[src/rtl/arb_mux_pkg.sv]
// Shared arbitration helpers: mode constants and a round-robin pick function
// sized for up to 16 requesters so other arbiters can reuse it.
package arb_mux_pkg;

  localparam int ARB_RR    = 0;
  localparam int ARB_FIXED = 1;
  localparam int MAX_N     = 16;
  localparam int MAX_SEL_W = 4;

  typedef struct packed {
    logic                 any_valid;
    logic [MAX_SEL_W-1:0] idx;
  } pick_t;

  // Scans offsets from the highest down so the smallest offset from ptr wins;
  // a ptr of zero turns this into plain lowest-index priority.
  function automatic pick_t rr_pick(input logic [MAX_N-1:0]     valid,
                                    input logic [MAX_SEL_W-1:0] ptr,
                                    input int                   n);
    pick_t r;
    int    j;
    r = '0;
    for (int k = MAX_N - 1; k >= 0; k--) begin
      if (k < n) begin
        j = int'(ptr) + k;
        if (j >= n) j = j - n;
        if (valid[j[MAX_SEL_W-1:0]]) begin
          r.any_valid = 1'b1;
          r.idx       = j[MAX_SEL_W-1:0];
        end
      end
    end
    return r;
  endfunction

endpackage

[src/rtl/arb_mux_grant.sv]
// Combinational arbiter: picks one valid channel, either round-robin from ptr
// or fixed priority (lowest index) when mode is set.
module arb_mux_grant
  import arb_mux_pkg::*;
#(
  parameter  int N_IN  = 4,
  localparam int SEL_W = $clog2(N_IN)
) (
  input  logic [N_IN-1:0]  in_valid,
  input  logic [SEL_W-1:0] ptr,
  input  logic             mode,
  output logic [SEL_W-1:0] grant,
  output logic             any_valid
);

  pick_t pick;

  always_comb begin
    pick      = rr_pick(MAX_N'(in_valid), mode ? '0 : MAX_SEL_W'(ptr), N_IN);
    grant     = SEL_W'(pick.idx);
    any_valid = pick.any_valid;
  end

endmodule

[src/rtl/arb_mux_reg.sv]
// N-input registered mux with an internal arbiter and valid/ready on all sides.
// Define ARB_MUX_REG_PERF_EN to add per-channel saturating grant counters.
module arb_mux_reg
  import arb_mux_pkg::*;
#(
  parameter  int N_IN     = 4,
  parameter  int WIDTH    = 32,
  parameter  int ARB_MODE = 0,
  localparam int SEL_W    = $clog2(N_IN)
) (
  input  logic                  clk,
  input  logic                  rst_n,
  input  logic [N_IN-1:0]       in_valid,
  input  logic [N_IN*WIDTH-1:0] in_data,
  output logic [N_IN-1:0]       in_ready,
  output logic                  out_valid,
  output logic [WIDTH-1:0]      out_data,
  output logic [SEL_W-1:0]      out_sel,
`ifdef ARB_MUX_REG_PERF_EN
  input  logic                  out_ready,
  output logic [N_IN*16-1:0]    grant_cnt
`else
  input  logic                  out_ready
`endif
);

  logic [SEL_W-1:0] ptr;
  logic [SEL_W-1:0] grant;
  logic             any_valid;
  logic             load_en;
  logic             xfer;
  logic [WIDTH-1:0] sel_data;

  arb_mux_grant #(.N_IN(N_IN)) u_grant (
    .in_valid  (in_valid),
    .ptr       (ptr),
    .mode      (ARB_MODE == ARB_FIXED),
    .grant     (grant),
    .any_valid (any_valid)
  );

  // in_ready follows out_ready combinationally through load_en only; the grant
  // itself never looks at out_ready.
  assign load_en  = !out_valid || out_ready;
  assign xfer     = load_en && any_valid;
  assign in_ready = xfer ? (N_IN'(1) << grant) : '0;
  assign sel_data = in_data[grant*WIDTH +: WIDTH];

  always_ff @(posedge clk or negedge rst_n) begin
    if (!rst_n) begin
      out_valid <= 1'b0;
      out_data  <= '0;
      out_sel   <= '0;
      ptr       <= '0;
    end else if (xfer) begin
      out_valid <= 1'b1;
      out_data  <= sel_data;
      out_sel   <= grant;
      if (ARB_MODE == ARB_RR)
        ptr <= (grant == SEL_W'(N_IN - 1)) ? '0 : grant + SEL_W'(1);
    end else if (out_valid && out_ready) begin
      out_valid <= 1'b0;
    end
  end

`ifdef ARB_MUX_REG_PERF_EN
  logic [15:0] cnt [N_IN];

  always_ff @(posedge clk or negedge rst_n) begin
    if (!rst_n) begin
      for (int i = 0; i < N_IN; i++) cnt[i] <= '0;
    end else if (xfer && cnt[grant] != 16'hFFFF) begin
      cnt[grant] <= cnt[grant] + 16'd1;
    end
  end

  for (genvar i = 0; i < N_IN; i++) begin : g_cnt
    assign grant_cnt[i*16 +: 16] = cnt[i];
  end
`endif

endmodule

[config.mk]
export PLATFORM = sky130hd
export DESIGN_NAME = arb_mux_reg
export DESIGN_NICKNAME = d
export VERILOG_FILES = /design/src/rtl/arb_mux_pkg.sv /design/src/rtl/arb_mux_grant.sv /design/src/rtl/arb_mux_reg.sv
export SDC_FILE = /design/constraint.sdc
export NUM_CORES = 1
export LEC_CHECK = 0
export CORE_MARGIN = 3
export CORE_UTILIZATION = 30
export DETAILED_ROUTE_END_ITERATION = 10
export GPL_ROUTABILITY_DRIVEN = 0
export PLACE_DENSITY = 0.74
export SYNTH_ARGS = -nofsm -noshare
export SYNTH_HDL_FRONTEND = slang
export SYNTH_SLANG_ARGS = --single-unit
[constraint.sdc]
create_clock -name clk -period 3.8 [get_ports clk]
set_input_delay 0.76 -clock clk [delete_from_list [all_inputs] [get_ports clk]]
set_output_delay 0.76 -clock clk [all_outputs]
set_load 0.03 [all_outputs]
### Word-level counts from Yosys, hierarchy flattened

Cells that the tools add are included.

| storage, ports and cells | value |
|---|---|
| bits of input ports | 135 |
| word-level logic and storage cells | 48 |
| flip-flop bits (word level) | 37 |
| output and inout bits | 39 |

| operators by class | value |
|---|---|
| add/sub/neg operators | 8 |
| muxes and demuxes | 20 |
| equal/unequal tests | 1 |
| shifts and indexed selects | 2 |
| $lt $le $gt $ge | 8 |
| reduce and logical (&&, ||, !) cells | 5 |

Operators with widths:

| operator | count |
|---|---|
| $shiftx 128x8->32 | 1 |
| $ge 32x4->1 const B | 3 |
| $lt 4x5->1 const B | 4 |
| $mux 4 | 5 |
| $mux 5 | 4 |
| $bmux 1 s4 | 4 |
| $sub 4x4->4 const B | 3 |
| $add 2x2->3 const B | 2 |
| $mux 1 | 6 |
| $shl 1x2->4 const A | 1 |
| $sub 2x3->4 const B | 1 |
| $add 2x1->3 const B | 1 |
| $ge 2x3->1 const B | 1 |
| $add 2x1->2 const B | 1 |
| $eq 2x2->1 const B | 1 |
| $logic_and 1x1->1 | 2 |
| $mux 2 | 1 |
| $reduce_bool 2->1 | 1 |
| $logic_not 1->1 | 1 |
| $logic_or 1x1->1 | 1 |

### Logic depth before layout (Yosys ltp)

Gate-level depths: netlist (run 1).

| depth | value |
|---|---|
| depth after elaboration | 11 |
| depth in mapped cells | 12 |
| mapped depth without buffers | 10 |

### Hierarchy

From an unflattened synthesis (run 1), not the netlist that was laid out.

| unflattened totals | value |
|---|---|
| cells, all modules | 188 |
| area, all modules | 2788.9 sq um |

By module, submodules not included:

| module | area each (sq um) | instances | cells each | seq. area each (sq um) |
|---|---|---|---|---|
| arb_mux_reg | 2399.8 | 1 | 133 | 925.9 |
| arb_mux_grant | 389.1 | 1 | 55 | 0.0 |

### Least setup slack after synthesis (run 1)

OpenSTA, ideal clock, no wires.

| timing | value |
|---|---|
| path kind | reg-to-output |
| start | register ptr[1] |
| end | output port in_ready[3] |
| arrival time | 2648 ps |
| required time | 3040 ps |
| path buffers | 2 |
| cell stages (with the launch flop) | 13 |
| path slack | 392 ps |
| path through | dfrtp_1 -> buf_2 -> inv_1 -> ha_1 -> a21bo_2 -> a2bb2oi_1 -> o211ai_1 -> a22oi_4 -> inv_2 -> buf_2 -> ha_1 -> inv_1 -> nor2_1 |

| between the ends | value |
|---|---|
| word-level cells in the longest chain between the ends | 11 |
| elaborated cells on any way between the ends | 30 |
| those cells by class | add/sub (7); order compare (4); shift (1); mux (17); reduce/logical (1) |

RTL lines:

| what | line | source |
|---|---|---|
| start, declared | arb_mux_reg.sv:27 | `logic [SEL_W-1:0] ptr;` |
| start signal, assigned | arb_mux_reg.sv:60 | `ptr <= (grant == SEL_W'(N_IN - 1)) ? '0 : grant + SEL_W'(1);` |
| $add 2x2->3 | arb_mux_pkg.sv:25 | `j = int'(ptr) + k;` |
| $ge 32x4->1 or $sub 4x4->4 (tied branches) | arb_mux_pkg.sv:26 | `if (j >= n) j = j - n;` |
| $mux 4 | arb_mux_pkg.sv:26 |  |
| $bmux 1 s4 | arb_mux_pkg.sv:27 | `if (valid[j[MAX_SEL_W-1:0]]) begin` |
| $mux 1 (not written as such) | arb_mux_pkg.sv:27 |  |
| $mux 5 (3 in a row) | arb_mux_pkg.sv:27 |  |
| $mux 5 (*) | arb_mux_pkg.sv:27 |  |
| $shl 1x2->4 or $logic_and 1x1->1 (tied branches) | arb_mux_reg.sv:46, arb_mux_reg.sv:45 |  |
| $mux 4 (*) | arb_mux_reg.sv:46 | `assign in_ready = xfer ? (N_IN'(1) << grant) : '0;` |
| end, declared | arb_mux_reg.sv:15 | `output logic [N_IN-1:0] in_ready,` |

Every way passes the cells marked *; elsewhere a longest branch is shown, timed or not. The select of a mux whose other input is x is not followed.

### Worst setup path after layout (run 1)

| timing | value |
|---|---|
| start | input port in_valid[0] |
| end | output port in_ready[0] |

| between the ends | value |
|---|---|
| word-level cells in the longest chain between the ends | 8 |
| elaborated cells on any way between the ends | 15 |
| those cells by class | shift (1); mux (13); reduce/logical (1) |

RTL lines:

| what | line | source |
|---|---|---|
| start, declared | arb_mux_reg.sv:13 | `input logic [N_IN-1:0] in_valid,` |
| $bmux 1 s4 | arb_mux_pkg.sv:27 |  |
| $mux 1 (not written as such) | arb_mux_pkg.sv:27 |  |
| $mux 5 (3 in a row) | arb_mux_pkg.sv:27 |  |
| $mux 5 (*) | arb_mux_pkg.sv:27 |  |
| $shl 1x2->4 or $logic_and 1x1->1 (tied branches) | arb_mux_reg.sv:46, arb_mux_reg.sv:45 |  |
| $mux 4 (*) | arb_mux_reg.sv:46 |  |

Marks and branches as above.

==> results of run 1 <==
-- cells by family after synthesis --
kind of cell,count (synthesis),synth area share (%)
buf+inv,33,7.571
fa+ha+maj,6,2.770
mux,38,15.10
compound gates,50,19.71
simple gates,116,20.68
flops,37,34.16
-- worst max-delay path, cell delays in order --
cell             delay, ns
clkdlybuf4s50_1       0.46
mux4_2                0.49
a221oi_1              0.36
nand4_1               0.27
o21ai_4               0.16
or2_1                 0.19
nor2_1                0.09
buf_12                0.14
-- where the power goes --
group	internal (W)	switching (W)
Sequential	0.000614	0.000145
Clock	0.000144	0.000137
Combinational	0.00148	0.00193
-- state kept, by name, summed over array words and instances (netlist names) --
name	flops
out_data	32
out_sel	2
out_valid	1
ptr	2
-- synth_stat cells --
cell       number
dfrtp_1        37
ha_1            6
buf_6           7
mux4_2          1
inv_2           1
a31o_1          1
a21oi_1         2
buf_4           4
o21ai_0         2
nand3_1        65
a22oi_1         1
buf_2          11
nand2b_2        1
a22o_1          2
nor2b_1         1
and3_4          1
a21bo_2         1
o2111ai_2      16
a221oi_1        1
o2111ai_1      16
nor4b_2         1
inv_1           6
o31ai_1         1
nand2b_1        1
buf_1           1
a211o_1         1
a211oi_1        1
nor4_1          1
a22oi_4         1
o211ai_1        1
and4_1          1
or2_1           2
o221a_2         1
mux2_2          1
clkbuf_1        3
mux2i_1        33
mux2_4          3
o21ai_2         1
nand2_1        35
a2bb2oi_1       1
nor2_1          6
nand4_1         1
-- routing by layer --
layer | vias up | share of wire (%) | routed length, um | GRT usage (%)
li1 | 1398 | - | - | -
met1 | 1411 | 40 | 3911 | 21.01
met2 | 109 | 51 | 4973 | 31.99
met3 | 10 | 7.8 | 767 | 5.675
met4 | 0 | 1.6 | 152 | 4.703
met5 | - | 0 | 0 | 0
-- what timing repair did --
action                                  4_1_cts  5_1_grt
endpoints found under the setup margin        0        4
resized for setup                             0        2
hold buffers                                  0        0
setup buffers                                 0        4
-- worst max path at each step --
stage                           start           to  slack, ns  cells past startpoint
after detailed placement  in_valid[0]  in_ready[0]       0.07                      8
after global placement    in_valid[2]  in_ready[0]       0.22                      8
after floorplan                ptr[1]  in_ready[3]       0.39                     12
after CTS                 in_valid[0]  in_ready[0]       0.05                      8
final                     in_valid[0]  in_ready[0]       0.10                      8
after global routing      in_valid[0]  in_ready[0]       0.03                      8
-- through the flow --
stage | instances | hold WS [ns]
after floorplan | 280 | 0.4644
after global placement | 547 | 0.4654
after detailed placement | 547 | 0.4771
after CTS | 554 | 0.4934
after global routing | 558 | 0.5163
final | 558 | 0.4885
-- final cells by class --
cell class | instances | area [um^2] | share of cell area (%)
clock buffers | 7 | 86.33 | 1.854
flip-flops and latches | 37 | 928.4 | 19.94
repair buffers | 189 | 1887 | 40.53
well taps | 108 | 135.1 | 2.902
inverters | 7 | 26.28 | 0.5644
multi-input cells | 210 | 1593 | 34.21
==> impl_metrics.toml, run 1 <==
[outcome]
outcome = "finished, final reports clean"

[floorplan]
core-area_mm2 = 0.008763
die_height_um = 101.0
initial_core_util_pct = 30.93
die_area_mm2 = 0.01021
num_rows = 34
die_w_um = 101.0
ioPinCount = 174

[sta]
max_freq_ghz = 0.2705
tns_ns = 0
final_critical_path_setup_slack_ns = 0.1028
rsz0062_at_grt = "false"
finalWorstPathRequiredPeriod_ns = 3.697
worst_pin_slew_ns = 0.8749
timing.final.setup_violations = 0
final.setup_skew_ns = 0.006016
report.final.slew_viol_count = 0
period_share_pct = 97.29
timing.max_slew.rel_slack_pct = 41.67
finalHoldViolations = 0

[global_route]
wire_length_of_the_first_global_routing_pass_mm = 14.77
grt_max_degree = 66
grt_remaining_overflow = 0
via_count_of_the_first_global_routing_pass = 2977
grt_util_all_layers_pct = 18.08
antenna_found_initial = 0

[cts]
cts_tree = "yes"
cts_root_buf = "clkbuf_8"
insertion_delay_ns = 0.28
max-clock-path-buffers = 2
clk_transition_reported_paths_ns = 0.07
ctsHtreeMaxLevel = 2
numCtsBuffers = 5
numClockSinks = 37

[drt]
drt_wl_total_mm = 9.805
viasPerCell = 5.247
drt-wirelength-per-cell_um = 17.57
drt-initial-drc-count = 144
final_antenna_net_count = 0
drt_pass1_iterations = 5
num_vias = 2928
detail_route.drc_violations = 0

[worst_setup_path]
ff2ff_setup_slack_ns = 0.80
critPathKind = "in -> out"
arrival_time_of_data_at_the_critical_path_endpoint_ns = 2.94
crit_path_max_fanout = 6
worstSetupStartpointType = "primary input"
critical_path_required_ns = 3.04
r2r_start = "ptr[0]"
worstRegToRegCells = 10
reg2reg_to = "out_data[19]"
end_kind = "primary output"

[finish]
drive_gt1_share_pct = 13.11
final_cell_area_mm2 = 0.004656
area_delta_synth_final_pct = 71.79
design.final.nets = 591
layout.cells.most_common = "clkdlybuf4s50_1"
layout.filler_cells = 824
final_cell_mix = "168 x clkdlybuf4s50_1, 65 x nand3_1, 35 x nand2_1, 35 x dfrtp_1, 33 x mux2i_1"
finish.utilization_pct = 53.13
insertedDiodeCount = 0

[power_and_ir_drop]
p_leak_nw = 1.935
design_power_total_w = 0.004455
irDropWorstVdd_mv = 0.7008
cellPowerDensity_mw_per_mm2 = 956.8

[synthesis]
post-synth-top-area-cell = "dfrtp_1"
post_synth_main_area_contributors = "dfrtp_1 34%, mux2i_1 12%, nand3_1 12%, o2111ai_2 8.9%, o2111ai_1 5.2%"
synth_cell_type_count = 42
synth.yosys.seq_area_share_pct = 34.16
ys_warn_count = 0
post_synth_instance_area_mm2 = 0.002710
synth_top_area_share_pct = 34.16
synth-seq-cells = 37
synth.avg_cell_area_um2 = 9.679
synthesis.nets = 421
netlist_instances = 280

[place]
place_area_mm2 = 0.004537
preCtsSetupSlack_ns = 0.07010
dp.final_hpwl_mm = 7.479
port_buffers = 173

[worst_hold_path]
worstHoldPathType = "reg -> reg"
hold_path_startpoint = "out_data[23]"
hold_path_end = "out_data[23]"
min_path_cells = 2

[flow_run]
max_cap_violations = 0
(Power assumes the default switching activity.)
==> run 2, diff against run 1 <==
Settings changed: CORE_UTILIZATION 30 to 37, PLACE_DENSITY 0.74 to 0.88.
==> impl_metrics.toml, run 2 (synthesized netlist as in run 1, its figures left out) <==
[sta]
rsz0062_at_grt = "false"
final.setup_skew_ns = 0.009202
max_freq_ghz = 0.2722
worst_pin_slew_ns = 0.8736
period_share_pct = 96.69
tns_ns = 0
finalHoldViolations = 0
timing.max_slew.rel_slack_pct = 41.76
report.final.slew_viol_count = 0
finalWorstPathRequiredPeriod_ns = 3.674
final_critical_path_setup_slack_ns = 0.1257
timing.final.setup_violations = 0

[drt]
final_antenna_net_count = 0
drt_pass1_iterations = 4
num_vias = 2932
drt_wl_total_mm = 9.792
detail_route.drc_violations = 0
drt-initial-drc-count = 133
viasPerCell = 5.390
drt-wirelength-per-cell_um = 18.00

[power_and_ir_drop]
clock_power_share_pct = 6.9
cellPowerDensity_mw_per_mm2 = 957.8
cell_internal_pwr_w = 0.002237
p_sw_w = 0.002201
irDropWorstVdd_mv = 0.7153
pwr-share-comb_pct = 76.0
p_seq_share_pct = 17.1
p_leak_nw = 1.931
switching_share_pct = 49.60

[global_route]
grt_max_degree = 66
grt_remaining_overflow = 0
via_count_of_the_first_global_routing_pass = 3125
wire_length_of_the_first_global_routing_pass_mm = 15.32
grt_util_all_layers_pct = 22.84
antenna_found_initial = 0

[worst_setup_path]
worstSetupStartpointType = "primary input"
critical_path.max_stage_delay_ns = 0.48
critPathKind = "in -> out"
ff2ff_setup_slack_ns = 0.92
end_kind = "primary output"
arrival_time_of_data_at_the_critical_path_endpoint_ns = 2.91
critical_path.slowest_cell = "clkdlybuf4s50_1"
critical_path_required_ns = 3.04
reg2reg_to = "out_data[6]"
crit_path_max_fanout = 5
worstRegToRegCells = 9
path_cells = "clkdlybuf4s50_1 -> mux2_4 -> a22o_1 -> o211ai_1 -> a22oi_4 -> inv_2 -> ha_1 -> inv_1 -> nor2_1 -> buf_4"
critical_path_origin = "in_valid[2]"
r2r_start = "ptr[0]"

[cts]
insertion_delay_ns = 0.29
ctsHtreeMaxLevel = 2
post-cts-setup-buffer-count = 0
clk_transition_reported_paths_ns = 0.07
numCtsBuffers = 5
cts_tree = "yes"
ctsHoldBuffers = 0
max-clock-path-buffers = 2
numClockSinks = 37
cts_root_buf = "clkbuf_8"
number_of_gates_resized_after_cts = 0

[place]
dp.final_hpwl_mm = 7.536
preCtsSetupSlack_ns = 0.1389
port_buffers = 173

[finish]
layout.filler_cells = 539
ff_latch_area_um2 = 928.4
largest_register = "out_data"
area_delta_synth_final_pct = 70.96
flip_flop_count_of_the_largest_register_after_layout = 32
layout.cells.most_common = "clkdlybuf4s50_1"
insertedDiodeCount = 0
design.final.nets = 588
multi_input_comb_area_mm2 = 0.001593
drive_gt1_share_pct = 12.95
final_cell_mix = "168 x clkdlybuf4s50_1, 65 x nand3_1, 35 x nand2_1, 35 x dfrtp_1, 33 x mux2i_1"
leading_registers_by_flop_count = "out_data: 32 flops, out_sel: 2 flops, ptr: 2 flops"

[worst_hold_path]
hold_path_startpoint = "out_sel[0]"
hold_path_end = "out_sel[0]"
worstHoldPathType = "reg -> reg"
min_path_cells = 2

[floorplan]
ioPinCount = 174
num_rows = 30
core-area_mm2 = 0.006944
initial_core_util_pct = 39.03
die_area_mm2 = 0.008388
die_height_um = 91.59
die_w_um = 91.59

[outcome]
outcome = "finished, final reports clean"

[flow_run]
max_cap_violations = 0
## run 2: cell count changes in the layout (fill, tap and decap cells not counted), sizes merged
cell	change
buf	-3
clkinv	+1
## run 2: area by class of cell
cell class | instances | share of cell area [%]
Inverter | 7 | 0.5671
Clock buffer | 7 | 2.079
Timing Repair Buffer | 186 | 40.24
Clock inverter | 1 | 0.1080
Multi-Input combinational cell | 210 | 34.38
Tap cell | 96 | 2.592
Sequential cell | 37 | 20.04
## run 2: power groups by stage
stage               clock (W)  sequential [W]  combinational [W]
floorplan                   0         0.00108            0.00203
global placement            0        0.000749            0.00332
detailed placement          0        0.000758            0.00339
CTS                  0.000312        0.000755            0.00341
global route         0.000331        0.000784            0.00363
finish               0.000307        0.000757            0.00337
## run 2: layer usage
layer  wire length, um  GRT usage, %  up-vias
met5                 0             0        -
met2              5045         41.81      132
met4               230         8.040        0
met1              3604         24.51     1396
li1                  -             -     1387
met3               912         7.042       17
## run 2: worst max path at each step
stage,end,slack (ns),depth (start not counted)
finish,in_ready[3],0.13,10
global placement,in_ready[1],0.22,8
CTS,in_ready[3],0.03,11
global route,in_ready[1],0.02,8
floorplan,in_ready[3],0.39,12
detailed placement,in_ready[3],0.14,10
## run 2: worst max-delay path, delay by kind of cell
| family | cells | cell delay (ns) |
|---|---|---|
| fa+ha+maj | 1 | 0.17 |
| mux | 1 | 0.32 |
| simple gates | 1 | 0.16 |
| compound gates | 3 | 0.68 |
| buf+inv | 4 | 0.84 |
## run 2: per-stage QoR
stage                     area (um^2)  power, W  hold slack, ns  util (%)  instances
final                            4633  0.004438          0.4843     66.72        544
after global routing             4633  0.004749          0.5144     66.72        544
after CTS                        4631  0.004473          0.4906     66.68        544
after detailed placement         4529  0.004153          0.4733     65.23        536
after global placement           4529  0.004068          0.4656     65.23        536
after floorplan                  2710  0.003109          0.4644         -        280
